[config.mk]
export PLATFORM = sky130hd
export DESIGN_NAME = regfile_mp_flat
export DESIGN_NICKNAME = d
export VERILOG_FILES = /design/src/rtl/regfile_pkg.sv /design/src/rtl/regfile_mp_if.sv /design/src/rtl/regfile_scoreboard.sv /design/src/rtl/regfile_mp.sv /design/src/flat_wrapper.sv
export SDC_FILE = /design/constraint.sdc
export NUM_CORES = 2
export LEC_CHECK = 0
export BUFFER_PORTS_ARGS = -buffer_cell sky130_fd_sc_hd__buf_4
export CELL_PAD_IN_SITES_DETAIL_PLACEMENT = 0
export CELL_PAD_IN_SITES_GLOBAL_PLACEMENT = 1
export CORE_MARGIN = 2
export CORE_UTILIZATION = 58
export CTS_CLUSTER_SIZE = 28
export DETAILED_ROUTE_END_ITERATION = 6
export PLACE_DENSITY = 0.86
export RECOVER_POWER = 25
export SLEW_MARGIN = 40
export SYNTH_ARGS = -nofsm -noshare
export SYNTH_HDL_FRONTEND = slang
export SYNTH_SLANG_ARGS = --single-unit
export TNS_END_PERCENT = 10
[constraint.sdc]
create_clock -name clock -period 5.46 [get_ports clock]
set_input_delay 0.273 -clock clock [delete_from_list [all_inputs] [get_ports clock]]
set_output_delay 0.273 -clock clock [all_outputs]
set_load 0.01 [all_outputs]
[src/rtl/regfile_pkg.sv]
// Shared types and helpers for the multi-port register file.
package regfile_pkg;

   localparam int unsigned DEF_XLEN  = 32;
   localparam int unsigned DEF_DEPTH = 32;

   // Upper bounds for the padded write-port buses the helpers operate on.
   localparam int unsigned MAX_WR = 8;
   localparam int unsigned MAX_AW = 16;
   localparam int unsigned WIDX_W = $clog2(MAX_WR);

   typedef logic [DEF_XLEN-1:0] word_t;

   typedef struct packed {
      logic              hit;
      logic [WIDX_W-1:0] idx;
   } wr_hit_t;

   // True when the address names a writable, readable architectural register.
   function automatic logic addr_legal(input logic [MAX_AW-1:0] addr,
                                       input int unsigned      depth,
                                       input bit               zero_reg);
      return (32'(addr) < depth) && !(zero_reg && (addr == '0));
   endfunction

   // Finds the highest-index enabled write port targeting addr. The enables
   // must already be masked with address legality.
   function automatic wr_hit_t highest_wr_hit(input logic [MAX_AW-1:0]             addr,
                                              input logic [MAX_WR-1:0]             en,
                                              input logic [MAX_WR-1:0][MAX_AW-1:0] waddr);
      wr_hit_t r;
      r.hit = 1'b0;
      r.idx = '0;
      for (int unsigned p = 0; p < MAX_WR; p++) begin
         if (en[p] && (waddr[p] == addr)) begin
            r.hit = 1'b1;
            r.idx = WIDX_W'(p);
         end
      end
      return r;
   endfunction

endpackage

[src/rtl/regfile_mp_if.sv]
// Read/write/busy-set bus of the multi-port register file.
interface regfile_mp_if #(
   parameter int unsigned XLEN   = 32,
   parameter int unsigned DEPTH  = 32,
   parameter int unsigned NUM_RD = 2,
   parameter int unsigned NUM_WR = 1
);
   localparam int unsigned AW = (DEPTH > 1) ? $clog2(DEPTH) : 1;

   logic [NUM_WR-1:0]           wr_en;
   logic [NUM_WR-1:0][AW-1:0]   wr_addr;
   logic [NUM_WR-1:0][XLEN-1:0] wr_data;
   logic [NUM_RD-1:0][AW-1:0]   rd_addr;
   logic [NUM_RD-1:0][XLEN-1:0] rd_data;
   logic [NUM_RD-1:0]           rd_busy;
   logic                        busy_set_en;
   logic [AW-1:0]               busy_set_addr;

   modport master (
      output wr_en, wr_addr, wr_data, rd_addr, busy_set_en, busy_set_addr,
      input  rd_data, rd_busy
   );

   modport slave (
      input  wr_en, wr_addr, wr_data, rd_addr, busy_set_en, busy_set_addr,
      output rd_data, rd_busy
   );

endinterface

[src/rtl/regfile_scoreboard.sv]
// Per-register busy bits: set on issue, cleared by writeback, set wins.
module regfile_scoreboard
   import regfile_pkg::*;
#(
   parameter int unsigned  DEPTH    = 32,
   parameter int unsigned  NUM_RD   = 2,
   parameter bit           ZERO_REG = 1'b1,
   localparam int unsigned AW       = (DEPTH > 1) ? $clog2(DEPTH) : 1
) (
   input  logic                          clock,
   input  logic                          reset,
   input  logic [MAX_WR-1:0]             i_clr_en,
   input  logic [MAX_WR-1:0][MAX_AW-1:0] i_clr_addr,
   input  logic                          i_set_en,
   input  logic [AW-1:0]                 i_set_addr,
   input  logic [NUM_RD-1:0][AW-1:0]     i_rd_addr,
   input  logic [NUM_RD-1:0]             i_rd_byp,
   output logic [NUM_RD-1:0]             o_rd_busy
);

   logic r_busy [DEPTH];
   logic w_set_legal;

   // Qualify the issue-stage set request with address legality.
   always_comb begin
      w_set_legal = i_set_en && addr_legal(MAX_AW'(i_set_addr), DEPTH, ZERO_REG);
   end

   // Busy update; a same-cycle set overrides the clear since the new producer is already issued.
   always_ff @(posedge clock) begin
      for (int unsigned r = 0; r < DEPTH; r++) begin
         if (reset) begin
            r_busy[r] <= 1'b0;
         end else if (w_set_legal && (i_set_addr == AW'(r))) begin
            r_busy[r] <= 1'b1;
         end else if (highest_wr_hit(MAX_AW'(r), i_clr_en, i_clr_addr).hit) begin
            r_busy[r] <= 1'b0;
         end
      end
   end

   // Busy lookup per read port; a bypassed write makes the value available now.
   always_comb begin
      o_rd_busy = '0;
      for (int unsigned j = 0; j < NUM_RD; j++) begin
         if (!reset && addr_legal(MAX_AW'(i_rd_addr[j]), DEPTH, ZERO_REG)) begin
            o_rd_busy[j] = r_busy[i_rd_addr[j]] && !i_rd_byp[j];
         end
      end
   end

endmodule

[src/rtl/regfile_mp.sv]
// Parametrised multi-port register file with write-to-read bypass and busy scoreboard.
module regfile_mp
   import regfile_pkg::*;
#(
   parameter int unsigned  XLEN     = DEF_XLEN,
   parameter int unsigned  DEPTH    = DEF_DEPTH,
   parameter int unsigned  NUM_RD   = 2,
   parameter int unsigned  NUM_WR   = 1,
   parameter bit           BYPASS   = 1'b1,
   parameter bit           ZERO_REG = 1'b1,
   localparam int unsigned AW       = (DEPTH > 1) ? $clog2(DEPTH) : 1
) (
   input logic         clock,
   input logic         reset,
   regfile_mp_if.slave bus
);

   logic [XLEN-1:0]               r_mem [DEPTH];
   logic [MAX_WR-1:0]             w_wen_legal;
   logic [MAX_WR-1:0][MAX_AW-1:0] w_waddr_pad;
   logic [MAX_WR-1:0][XLEN-1:0]   w_wdata_pad;
   wr_hit_t                       w_reg_hit [DEPTH];
   wr_hit_t                       w_rd_hit  [NUM_RD];
   logic [NUM_RD-1:0]             w_rd_byp;
   logic [NUM_RD-1:0][XLEN-1:0]   w_rd_data;
   logic [NUM_RD-1:0]             w_rd_busy;

   // Pad write ports to the helper width and drop illegal-address writes.
   always_comb begin
      w_wen_legal = '0;
      w_waddr_pad = '0;
      w_wdata_pad = '0;
      for (int unsigned p = 0; p < NUM_WR; p++) begin
         w_waddr_pad[p] = MAX_AW'(bus.wr_addr[p]);
         w_wdata_pad[p] = bus.wr_data[p];
         w_wen_legal[p] = bus.wr_en[p] && addr_legal(MAX_AW'(bus.wr_addr[p]), DEPTH, ZERO_REG);
      end
   end

   // Per-register write resolution; highest port index wins on conflicts.
   always_comb begin
      for (int unsigned r = 0; r < DEPTH; r++) begin
         w_reg_hit[r] = highest_wr_hit(MAX_AW'(r), w_wen_legal, w_waddr_pad);
      end
   end

   // Data array update; reset clears everything and discards this cycle's writes.
   always_ff @(posedge clock) begin
      for (int unsigned r = 0; r < DEPTH; r++) begin
         if (reset) begin
            r_mem[r] <= '0;
         end else if (w_reg_hit[r].hit) begin
            r_mem[r] <= w_wdata_pad[w_reg_hit[r].idx];
         end
      end
   end

   // Zero-latency reads with optional same-cycle forwarding from the write ports.
   always_comb begin
      w_rd_data = '0;
      w_rd_byp  = '0;
      for (int unsigned j = 0; j < NUM_RD; j++) begin
         w_rd_hit[j] = highest_wr_hit(MAX_AW'(bus.rd_addr[j]), w_wen_legal, w_waddr_pad);
         w_rd_byp[j] = BYPASS && w_rd_hit[j].hit;
         if (!reset && addr_legal(MAX_AW'(bus.rd_addr[j]), DEPTH, ZERO_REG)) begin
            if (w_rd_byp[j]) begin
               w_rd_data[j] = w_wdata_pad[w_rd_hit[j].idx];
            end else begin
               w_rd_data[j] = r_mem[bus.rd_addr[j]];
            end
         end
      end
   end

   regfile_scoreboard #(
      .DEPTH    (DEPTH),
      .NUM_RD   (NUM_RD),
      .ZERO_REG (ZERO_REG)
   ) u_scoreboard (
      .clock      (clock),
      .reset      (reset),
      .i_clr_en   (w_wen_legal),
      .i_clr_addr (w_waddr_pad),
      .i_set_en   (bus.busy_set_en),
      .i_set_addr (bus.busy_set_addr),
      .i_rd_addr  (bus.rd_addr),
      .i_rd_byp   (w_rd_byp),
      .o_rd_busy  (w_rd_busy)
   );

   assign bus.rd_data = w_rd_data;
   assign bus.rd_busy = w_rd_busy;

endmodule
[src/flat_wrapper.sv]
// flat-port wrapper written by rule: the top's interface ports become plain ports
module regfile_mp_flat import regfile_pkg::*;
#(
   parameter int unsigned  XLEN     = DEF_XLEN,
   parameter int unsigned  DEPTH    = DEF_DEPTH,
   parameter int unsigned  NUM_RD   = 2,
   parameter int unsigned  NUM_WR   = 1,
   parameter bit           BYPASS   = 1'b1,
   parameter bit           ZERO_REG = 1'b1,
   localparam int unsigned AW       = (DEPTH > 1) ? $clog2(DEPTH) : 1
)
  (clock, reset, bus_wr_en, bus_wr_addr, bus_wr_data, bus_rd_addr, bus_busy_set_en, bus_busy_set_addr, bus_rd_data, bus_rd_busy);
  regfile_mp_if #(.XLEN(XLEN), .DEPTH(DEPTH), .NUM_RD(NUM_RD), .NUM_WR(NUM_WR)) bus_i ();
  input logic clock;
  input logic reset;
  input wire logic [$bits(bus_i.wr_en)-1:0] bus_wr_en;
  input wire logic [$bits(bus_i.wr_addr)-1:0] bus_wr_addr;
  input wire logic [$bits(bus_i.wr_data)-1:0] bus_wr_data;
  input wire logic [$bits(bus_i.rd_addr)-1:0] bus_rd_addr;
  input wire logic [$bits(bus_i.busy_set_en)-1:0] bus_busy_set_en;
  input wire logic [$bits(bus_i.busy_set_addr)-1:0] bus_busy_set_addr;
  output wire logic [$bits(bus_i.rd_data)-1:0] bus_rd_data;
  output wire logic [$bits(bus_i.rd_busy)-1:0] bus_rd_busy;
  assign bus_i.wr_en = bus_wr_en;
  assign bus_i.wr_addr = bus_wr_addr;
  assign bus_i.wr_data = bus_wr_data;
  assign bus_i.rd_addr = bus_rd_addr;
  assign bus_i.busy_set_en = bus_busy_set_en;
  assign bus_i.busy_set_addr = bus_busy_set_addr;
  assign bus_rd_data = bus_i.rd_data;
  assign bus_rd_busy = bus_i.rd_busy;
  regfile_mp #(.XLEN(XLEN), .DEPTH(DEPTH), .NUM_RD(NUM_RD), .NUM_WR(NUM_WR), .BYPASS(BYPASS), .ZERO_REG(ZERO_REG)) u_core (.clock(clock), .reset(reset), .bus(bus_i));
endmodule
==> metrics <==
# rows 115; Top delay family on crit path buffers and inverters; post-synthesis sequential area ratio 55.6%; Setup Viol. Count Final 0; Slew headroom -130%; largest net degree at the start of global routing 85; violated checks capacitance limit, slew limit; Synth warnings 0; TritonCTS clock tree done; asr flop ratio synth 0%; Slew @ Worst Pin 3.44 ns; CP arrival 4.07 ns; top-area cell type share of the netlist area 55.6%; vias in the first global route 38322; io pins 122; Syn-to-layout area delta 9.61%; power density over the cells 308 mW/mm2; Num CTS Buffers 111; max frequency 230 MHz; Die H 318 um; gr ovfl total 0; Worst Path Required 5.19 ns; Tot Pwr 19.3 mW; flops & latches, synth 1056; Final Hold Viols 0; Final Cell Area 0.0625 mm2; routed len/inst 37.8 um; Final Slew Violations 491; CP bufs+invs 5; CP Capture Type output port; I/O Buffers 121; CP max FO 59; Vias per Instance 7.40; Core ar. 0.0980 mm2; Total Wirelength 193 mm; Vias 37928; Max Cap Viol 17; RSZ-0062 raised after global routing no; top cells by area, synth edfxtp_1, mux4_2, and2_1, clkbuf_1, mux2i_1; Reg clk slew, reported paths 0.06 ns; Tcrit/Tclk final 79.5%; hpwl dp 114 mm; Mapped Area 0.0570 mm2; ys flop type edfxtp_1; # DRC 0; Hold Path Class primary input to flip-flop; initial antenna violation count 12; Starting Density 58.2%; pre-CTS setup slack 1.81 ns; kind of critical path primary input to output port; Peak VDD IR 270 uV; count leader, synth edfxtp_1; CP startpoint kind primary input; Overall Global Routing Usage 38.5%; Die W 318 um; commonest cells in the netlist edfxtp_1, and2_1, mux4_2; Slowest cell on crit path clkbuf_1; Tmin final 4.34 ns; die area 0.101 mm2; htree depth 3; Synth cell types 51; fin util 63.8%; fraction of layout cells with a size suffix above 1 26.3%; Final ANT Viol Nets 0; CP Cell Sequence dlygate4sd3_1 > clkbuf_1 > buf_6 > a21oi_1 > o211ai_1 > buf_4 > a21oi_1 > a211o_1 > buf_4; setup_tns 0 ns; Yosys top cell by area edfxtp_1; status finished with violations; Cell Area, Placed 0.0593 mm2; Final nets 3790; Clock Sink Count 1056; fin worst setup slack 1.12 ns; Post-synth EDFFs 1056; Clock Tree Root clkbuf_16; first-pass GRT wire length 275 mm; Leak 21.3 nW; drt first pass iters 6; DR iter-0 viols 7031; Cells after Synth 3753; Max stage delay on crit path 0.92 ns; CTS max path bufs 3; GP Congestion 0.891; Avg Inst Size Synth 15.2 um2
==> path summary, 6_finish.rpt <==
check / slack, ns / endpoint / from / depth (start not counted)
worst min-delay path: 0.04 / u_core.u_scoreboard.r_busy[4] / bus_busy_set_addr[1] / 4
worst max-delay path: 1.12 / bus_rd_data[56] / reset / 9
==> sequential cells by signal, summed over array words and instances, names as in the netlist <==
signal / cells
u_core.r_mem: 1024
u_core.u_scoreboard.r_busy: 32
==> final cells by class <==
cell class / count / area (um2)
repair buffers: 242 / 1970
clock inverters: 68 / 373
inverters: 3 / 11.3
well taps: 1287 / 1610
flip-flops and latches: 1056 / 31700
fillers: 6935 / 35500
multi-input cells: 2320 / 23900
diodes: 7 / 17.5
clock buffers: 140 / 2970
==> cells by family after synthesis <==
logic type	share of synthesized area (%)
AO/OA/AOI/OAI	4.16
XOR/XNOR	0.154
buffers and inverters	3.23
flip-flops	55.6
multiplexers	23.3
other	0.00657
AND/OR/NAND/NOR	13.6
==> through the flow <==
step | instances | hold slack, ns
floorplan | 3785 | 0.471
global placement | 4897 | 0.681
detailed placement | 4904 | 0.683
CTS | 5114 | 0.00767
global route | 5118 | 0.0363
finish | 5123 | 0.0383
==> power by group <==
part,switching [mW],internal (mW)
combinational,1.45,1.05
clock,3.18,3.96
sequential,0.251,9.40
total,4.88,14.4
==> routing by layer <==
metal	vias to the layer above	global-route usage, %	wire, um
met3	689	11.7	28500
met1	19280	50.3	63800
li1	14459	-	-
met2	3494	58.7	88600
met4	6	20.4	12500
met5	-	0	42
==> placed cells by master (no fill, tap or decap), drive strengths merged, types with 53 or more instances in the layout <==
| cell | Yosys | final |
|---|---|---|
| clkbuf | 276 | 157 |
| mux2i | 53 | 53 |
| o22ai | 80 | 80 |
| clkinv | 0 | 62 |
| edfxtp | 1056 | 1056 |
| mux4 | 554 | 554 |
| nand2 | 73 | 73 |
| nor2 | 108 | 108 |
| buf | 130 | 223 |
| and2 | 995 | 995 |
==> timing repair <==
item	CTS	global route
hold buffers	2	0
resized for setup	0	0
endpoints found under the setup margin	0	0
setup buffers	0	0
endpoints found under the hold margin	2	0
Power figures use the tool's default switching activity.
